<file path="config.mk">
export PLATFORM = sky130hd
export DESIGN_NAME = alw_edge_counter
export DESIGN_NICKNAME = d
export VERILOG_FILES = /design/src/rtl/alw_pkg.sv /design/src/rtl/alw_rise_det.sv /design/src/rtl/alw_edge_counter.sv
export SDC_FILE = /design/constraint.sdc
export NUM_CORES = 1
export LEC_CHECK = 0
export ABC_AREA = 1
export CAP_MARGIN = 20
export CORE_MARGIN = 2
export CORE_UTILIZATION = 35
export DETAILED_ROUTE_END_ITERATION = 10
export MAX_ROUTING_LAYER = met4
export PLACE_DENSITY = 0.65
export SLEW_MARGIN = 20
export SYNTH_ARGS = -nofsm -noshare
export SYNTH_HDL_FRONTEND = slang
export SYNTH_HIERARCHICAL = 1
export SYNTH_SLANG_ARGS = --single-unit
</file>
<file path="constraint.sdc">
create_clock -name clk -period 2.1 [get_ports clk]
set_clock_uncertainty 0.2 [all_clocks]
set_input_delay 0.315 -clock clk [delete_from_list [all_inputs] [get_ports clk]]
set_output_delay 0.315 -clock clk [all_outputs]
set_load 0.01 [all_outputs]
</file>
<file path="src/rtl/alw_pkg.sv">
// Shared definitions for the edge counter: default counter width and the
// rise-detector state encoding.
package alw_pkg;

  localparam int CNT_W_DEF = 4;

  typedef enum logic {
    LOW  = 1'b0,
    HIGH = 1'b1
  } rise_state_e;

endpackage

</file>
<file path="src/rtl/alw_rise_det.sv">
// Two-flop synchronizer followed by a LOW/HIGH FSM that emits a single-cycle
// pulse for each low-to-high transition of an asynchronous level.
module alw_rise_det
  import alw_pkg::*;
(
  input  logic clk,
  input  logic rst,
  input  logic din,
  output logic rise
);

  logic        s_meta_q, s_meta_d;
  logic        s_sync_q, s_sync_d;
  rise_state_e state_q, state_d;

  always_comb begin
    s_meta_d = din;
    s_sync_d = s_meta_q;
  end

  always_ff @(posedge clk) begin
    if (rst) begin
      s_meta_q <= 1'b0;
      s_sync_q <= 1'b0;
      state_q  <= LOW;
    end else begin
      s_meta_q <= s_meta_d;
      s_sync_q <= s_sync_d;
      state_q  <= state_d;
    end
  end

  always_comb begin
    state_d = state_q;
    case (state_q)
      LOW:     if (s_sync_q)  state_d = HIGH;
      HIGH:    if (!s_sync_q) state_d = LOW;
      default: state_d = LOW;
    endcase
  end

  // Pulse is combinational on the LOW->HIGH decision so the count lands one
  // edge after the synchronized level first reads high.
  always_comb begin
    rise = 1'b0;
    if (state_q == LOW && s_sync_q) rise = 1'b1;
  end

endmodule

</file>
<file path="src/rtl/alw_edge_counter.sv">
// Up/down counter stepped by rising edges on sin (up) and sin1 (down);
// simultaneous rises cancel. Arithmetic wraps modulo 2^CNT_W.
module alw_edge_counter
  import alw_pkg::*;
#(
  parameter int CNT_W = CNT_W_DEF
) (
  input  logic             clk,
  input  logic             rst,
  input  logic             sin,
  input  logic             sin1,
  output logic [CNT_W-1:0] cnt
);

  logic             up_rise;
  logic             dn_rise;
  logic [CNT_W-1:0] cnt_q, cnt_d;

  alw_rise_det u_up_det (
    .clk  (clk),
    .rst  (rst),
    .din  (sin),
    .rise (up_rise)
  );

  alw_rise_det u_dn_det (
    .clk  (clk),
    .rst  (rst),
    .din  (sin1),
    .rise (dn_rise)
  );

  always_comb begin
    cnt_d = cnt_q;
    case ({up_rise, dn_rise})
      2'b10:   cnt_d = cnt_q + CNT_W'(1);
      2'b01:   cnt_d = cnt_q - CNT_W'(1);
      default: cnt_d = cnt_q;
    endcase
  end

  always_ff @(posedge clk) begin
    if (rst) cnt_q <= '0;
    else     cnt_q <= cnt_d;
  end

  assign cnt = cnt_q;

endmodule

</file>
== After elaboration in Yosys (flattened, before gate mapping) ==
Cells that the tools add are included.

* Flip-flop bits (word level): 10

* Equality and inequality tests: 2
* Bitwise operators: 2
* Reduce and logical (&&, ||, !) cells: 3
* Muxes and demuxes: 5
* Add/sub/neg operators: 2

{| class="wikitable"
|+ Operators by type and width
! cell !! count
|-
| case mux 4 bit (2 select lines) || 1
|-
| adder 4 x 1 -> 4 bit (second input constant) || 1
|-
| 2-to-1 mux 1 bit || 4
|-
| subtractor 4 x 1 -> 4 bit (second input constant) || 1
|-
| equality test 2 x 1 -> 1 bit (second input constant) || 1
|-
| equality test 2 bit (second input constant) || 1
|-
| logical AND 1 bit || 2
|-
| inverter 1 bit || 2
|-
| nonzero test 2 bit || 1
|}

== Longest topological paths before layout ==
Gate-level depths: netlist of the first run.

* Depth after elaboration: 5
* Mapped depth: 13
* Gate-level depth less buffers: 13

== Hierarchy ==
The synthesis of the first run kept the hierarchy.

{| class="wikitable"
|+ By module, submodules not included
! module !! times used !! area each (um^2) !! seq. area each (um^2) !! cells an instance
|-
| alw_edge_counter || 1 || 285.3 || 80.1 || 40
|-
| alw_rise_det || 2 || 86.3 || 60.1 || 10
|}

== Worst setup path before layout of the first run ==
Ideal clock, no wire load.

* Kind: reg-to-reg
* From: register u_up_det.s_sync_q
* To: register cnt_q[2], in the netlist cnt[2]
* Cell stages (with the launch flop): 12
* Path buffers: 0
* Path slack: 376 ps
* Period minus slack after synthesis: 1,724 ps
* Arrival time: 1,409 ps
* Cells stage by stage: dfxtp_1 inv_1 nor2_1 inv_1 ha_1 nor2_2 nor2_4 ha_1 a21oi_1 xnor2_1 o21ai_0 inv_1

* Longest elaborated chain between the ends: 4
* Elaborated cells between the ends (all ways): 6
* Those cells by class: 2 x eq/ne; 2 x mux; 2 x reduce/logical

{| class="wikitable"
|+ RTL lines
! what !! RTL line !! text
|-
| start: declaration || alw_rise_det.sv:13 || <nowiki>logic s_sync_q, s_sync_d;</nowiki>
|-
| start signal: assignment || alw_rise_det.sv:28 || <nowiki>s_sync_q <= s_sync_d;</nowiki>
|-
| logical AND 1 bit * || alw_rise_det.sv:46 || <nowiki>if (state_q == LOW && s_sync_q) rise = 1'b1;</nowiki>
|-
| 2-to-1 mux 1 bit * || alw_rise_det.sv:46 ||
|-
| named net up_rise || alw_edge_counter.sv:15 || <nowiki>logic up_rise;</nowiki>
|-
| equality test 2 x 1 -> 1 bit or equality test 2 bit (tied branches) || alw_edge_counter.sv:35 || <nowiki>case ({up_rise, dn_rise})</nowiki>
|-
| case mux 4 bit (2 select lines) or nonzero test 2 bit (tied branches) || - ||
|-
| end signal: assignment || alw_edge_counter.sv:44 || <nowiki>else cnt_q <= cnt_d;</nowiki>
|-
| end: declaration || alw_edge_counter.sv:17 || <nowiki>logic [CNT_W-1:0] cnt_q, cnt_d;</nowiki>
|}

The timed path passes the listed nets; every way through them passes the cells marked *.
A chain may end at the register's enable or synchronous reset.

== Final worst setup path of the first run ==
* From: register u_dn_det.s_sync_q
* To: register cnt_q[2], in the netlist cnt[2]

* Longest elaborated chain between the ends: 4
* Elaborated cells between the ends (all ways): 6
* Those cells by class: 2 x eq/ne; 2 x mux; 2 x reduce/logical

{| class="wikitable"
|+ RTL lines
! what !! RTL line !! text
|-
| start: declaration || alw_rise_det.sv:13 ||
|-
| start signal: assignment || alw_rise_det.sv:28 ||
|-
| logical AND 1 bit * || alw_rise_det.sv:46 ||
|-
| 2-to-1 mux 1 bit * || alw_rise_det.sv:46 ||
|-
| named net dn_rise || alw_edge_counter.sv:16 || <nowiki>logic dn_rise;</nowiki>
|-
| equality test 2 x 1 -> 1 bit or equality test 2 bit (tied branches) || alw_edge_counter.sv:35 ||
|-
| case mux 4 bit (2 select lines) or nonzero test 2 bit (tied branches) || - ||
|}

Marked as above.

==> impl_metrics.ini, run 1 <==
[drt]
wl_per_cell_um = 7.47
wl_met3_um = 30
wl_met1_um = 322
routed_wl_um = 642
dr.pass1.iters = 2
vias = 363
drt_iter0_markers = 3
drcViolationCount = 0
avgViaCountPerCell = 4.22
top_layer_used = met4
ant_nets = 0
dr_wl_met2_um = 274

[sta]
whs_ns = 0.203
worstMarginPinSlew_ns = 0.347
fmax_mhz = 551
finalHoldViolations = 0
min_period_ns = 1.82
maxSlewViolCount = 0
min_period_over_period = 0.865
slew_headroom = 0.768
rsz0062_at_grt = no
setup_viol = 0
setup_tns_ns = 0

[setup_path]
start_kind = flip-flop
worstPathRequired_ns = 2.06
r2r_cells = 11
worstPathArrival_ns = 1.77
end_kind = flip-flop
crit_path_max_fanout = 4
critPathKind = reg -> reg

[cts]
cts_tree = done
path_clk_slew_ns = 0.06
cts_hold_buf = 0
htreeDepth = 1
cts_buffer_depth = 2
cts_resized = 0
insertion_delay_ns = 0.26
cts_setup_buffers = 0
clock_sinks = 10
clockRootBuffer = clkbuf_4
cts_buffers = 3

[yosys]
syn_inst = 60
yosys_warnings = 6
synth-seq-cells = 10
synth.cell_area_um2 = 458
ys_types = 15
syn_nets = 67
ys_seq_area_frac = 0.437
syn_area_per_cell_um2 = 7.63
synthFlopType = dfxtp_1
ys_async_sr_fraction = 0
synth-edff-count = 0

[floorplan]
die_area_um2 = 1610
core_area_um2 = 1250
row_count = 13
die_x_um = 40.2
initial_core_util = 0.366
die-height_um = 40.2
ios = 8

[power]
power.total_uw = 445
powerDensity_nw_per_um2 = 762
ir_worst_vdd_uv = 335
p_leak_uw = 0.000282

[layout]
stdcell_area_um2 = 583
antennaDiodeCount = 0
drive_gt1_frac = 0.127
fillCellCount = 127
multiInputGateArea_um2 = 205
syn2layout_area_growth_pct = 27.3
final-seq-area_um2 = 200
finalNetCount = 79

[place]
port_buffers = 7
gp_congestion = 0.663
place_hpwl_um = 500
postPlaceCellArea_um2 = 547

[grt]
overflow = 0
grt_pass1_vias = 279
grt_pass1_wl_mm = 1.04
grt_usage = 0.102
grt_max_degree = 11
antenna_found_initial = 0

[worst_hold_path]
min_path_type = reg -> reg
min_path_cells = 2

[status]
outcome = complete, no violations

[run]
drv_cap = 0
[through the flow]
stage / util / cells / setup slack (ns)
after floorplan: - / 60 / 0.376
after global placement: 0.437 / 82 / 0.300
after detailed placement: 0.437 / 82 / 0.282
after CTS: 0.466 / 86 / 0.268
after global routing: 0.466 / 86 / 0.0959
final: 0.466 / 86 / 0.284
[report_power, final]
group          switching, µW  internal (µW)
Combinational           31.8           34.6
Sequential              8.85            201
Clock                   63.1            105
Total                    104            341
[flip-flops by register name (all words and copies together) (netlist names)]
signal and cells:
u_dn_det/s_meta_q 1, u_up_det/state_q 1, cnt 4, u_dn_det/state_q 1
u_dn_det/s_sync_q 1, u_up_det/s_meta_q 1, u_up_det/s_sync_q 1
[cell type report]
class | instances | share of cell area
Multi-Input combinational cell | 36 | 0.352
Sequential cell | 10 | 0.343
Timing Repair Buffer | 7 | 0.120
Inverter | 14 | 0.0901
Clock buffer | 4 | 0.0622
Tap cell | 15 | 0.0322
[logic make-up (layout without fill, tap and decap cells)]
family                     count (synthesis)  count (layout)  synth area share
and+or+nand+nor                           25              25             0.246
buffers and inverters                     14              25             0.115
DFF                                       10              10             0.437
AOI/OAI and AO/OA                          5               5            0.0628
adders and majority gates                  3               3            0.0820
xor gates and xnor gates                   3               3            0.0574
[final timing paths]
check	startpoint	endpoint	slack, ns
hold / removal	u_dn_det/s_meta_q	u_dn_det/s_sync_q	0.20
setup / recovery	u_dn_det/s_sync_q	cnt[2]	0.28
setup reg to reg	u_dn_det/s_sync_q	cnt[2]	0.28
hold reg to reg	u_dn_det/s_meta_q	u_dn_det/s_sync_q	0.20
[critical path: stages, from the launching register on]
cell	delay, ns
dfxtp_1	0.31
inv_1	0.04
nor2_1	0.13
ha_1	0.25
nand2_1	0.09
inv_2	0.09
nor2_4	0.04
ha_1	0.17
a21oi_1	0.14
xnor2_1	0.08
o21ai_0	0.13
inv_1	0.05
[routing by layer]
metal	vias up	GRT usage
met2	9	0.157
li1	200	-
met4	0	0.0750
met5	-	-
met3	2	0.0167
met1	152	0.119
[synth_stat cells (2+ instances only)]
cell,number,area (µm²)
nor2_1,11,41.3
a21oi_1,3,15.0
ha_1,3,37.5
dfxtp_1,10,200
nand2_1,9,33.8
nand3_1,2,10.0
inv_1,13,48.8
xnor2_1,2,17.5
[cells in the final DEF (no fill, tap or decap)]
master,n
dfxtp_1,10
o21ai_0,1
inv_1,13
clkbuf_4,3
nor2_2,1
xnor2_1,2
a21oi_1,3
nor2_1,11
clkbuf_8,1
o21ai_2,1
nor2_4,1
ha_1,3
clkdlybuf4s50_1,7
nand3_2,1
nand2_1,9
nand3_1,2
xor2_1,1
inv_2,1
No activity file was read; power rests on OpenSTA's default activity.
==> run 2, diff against run 1 <==
clock period = 2 ns   (was 2.1 ns; I/O delays follow)
==> run 2 against run 1 <==
First-iteration DRC count stayed put. Critical path depth stayed put. Via count stayed put. Non-clock buffer count stayed put. Count of clock-buffer cells in the layout stayed put. Largest power group unchanged.
==> impl_metrics.ini, run 2 (same netlist as run 1, synthesis figures left out) <==
[sta]
min_period_ns = 1.80
setup_tns_ns = 0
min_period_over_period = 0.900
slew_headroom = 0.768
setup_viol = 0
rsz0062_at_grt = no
whs_ns = 0.203
worstMarginPinSlew_ns = 0.347
fmax_mhz = 556
maxSlewViolCount = 0
finalHoldViolations = 0

[layout]
largest_reg_flops = 4
syn2layout_area_growth_pct = 27.9
multiInputGateArea_um2 = 208
fillCellCount = 126
finalNetCount = 79
stdcell_area_um2 = 586
final_util = 0.468
final-seq-area_um2 = 200
antennaDiodeCount = 0
drive_gt1_frac = 0.141
final_cell_mix = inv_1 (13), nor2_1 (11), dfxtp_1 (10)
final_common_cell = inv_1

[floorplan]
row_count = 13
die_area_um2 = 1610
initial_core_util = 0.366
die_x_um = 40.2
ios = 8
die-height_um = 40.2
core_area_um2 = 1250

[cts]
cts_tree = done
cts_buffer_depth = 2
clockRootBuffer = clkbuf_4
insertion_delay_ns = 0.26
cts_setup_buffers = 0
clock_sinks = 10
path_clk_slew_ns = 0.06
cts_buffers = 3
htreeDepth = 1

[drt]
routed_wl_um = 643
drt_iter0_markers = 3
avgViaCountPerCell = 4.22
vias = 363
wl_per_cell_um = 7.48
ant_nets = 0
drcViolationCount = 0
dr.pass1.iters = 2

[setup_path]
crit_path_max_fanout = 4
critPathKind = reg -> reg
reg2reg_from = u_dn_det/s_sync_q
r2r-end = cnt[2]
r2r_slack_ns = 0.20
end_kind = flip-flop
worstPathArrival_ns = 1.76
start_kind = flip-flop
r2r_cells = 11
worstPathRequired_ns = 1.96

[power]
power.total_uw = 467
powerDensity_nw_per_um2 = 798
p_leak_uw = 0.000281
ir_worst_vdd_uv = 352

[grt]
grt_max_degree = 11
grt_pass1_wl_mm = 1.04
grt_usage = 0.102
grt_pass1_vias = 279
antenna_found_initial = 0
overflow = 0

[status]
outcome = complete, no violations

[place]
gp_congestion = 0.663
place_hpwl_um = 500
postPlaceCellArea_um2 = 547
port_buffers = 7

[worst_hold_path]
worst_hold_path.endpoint = u_dn_det/s_sync_q
hp-start = u_dn_det/s_meta_q
min_path_cells = 2
min_path_type = reg -> reg

[run]
drv_cap = 0
-- run 2: metrics by stage --
stage	instances	worst slack, ns
3_3_place_gp	82	0.200
3_5_place_dp	82	0.182
2_1_floorplan	60	0.276
5_1_grt	86	0.0296
6_report	86	0.201
4_1_cts	86	0.168
-- run 2: final cells by class --
| class | count | share of cell area |
|---|---|---|
| flip-flops and latches | 10 | 0.342 |
| well taps | 15 | 0.0321 |
| multi-input cells | 36 | 0.355 |
| clock buffers | 4 | 0.0620 |
| repair buffers | 7 | 0.120 |
| inverters | 14 | 0.0897 |
-- run 2: layer usage --
metal | vias to the layer above | GRT usage | part of all wire
li1 | 200 | - | -
met1 | 152 | 0.119 | 0.50
met2 | 9 | 0.157 | 0.43
met3 | 2 | 0.0167 | 0.047
met4 | 0 | 0.0750 | 0.023
met5 | - | - | 0
-- run 2: where the power goes --
part	internal, µW	switching [µW]	leakage [µW]
logic	36.6	33.5	0.000178
registers	211	9.30	0.0000822
clock network	110	66.3	0.0000210
-- run 2: timing repair --
action | 4_1_cts | 5_1_grt
gates resized for setup | 0 | 1
setup endpoints to repair | 0 | 1
hold buffers | 0 | 0
-- run 2: worst max path at each step --
stage,startpoint,endpoint,slack [ns]
floorplan,u_up_det/s_sync_q,cnt[2],0.28
global placement,u_dn_det/s_sync_q,cnt[2],0.20
detailed placement,u_dn_det/s_sync_q,cnt[2],0.18
CTS,u_up_det/s_sync_q,cnt[2],0.17
global route,u_dn_det/s_sync_q,cnt[2],0.03
finish,u_dn_det/s_sync_q,cnt[2],0.20
-- run 2: critical path: stages (launching register included) --
cell and delay [ns]:
dfxtp_1 0.31, inv_1 0.04, nor2_1 0.13, ha_2 0.24, nand2_1 0.07, inv_2 0.09
nor2_4 0.04, ha_1 0.17, a21oi_1 0.14, xnor2_1 0.08, o21ai_0 0.13, inv_1 0.05
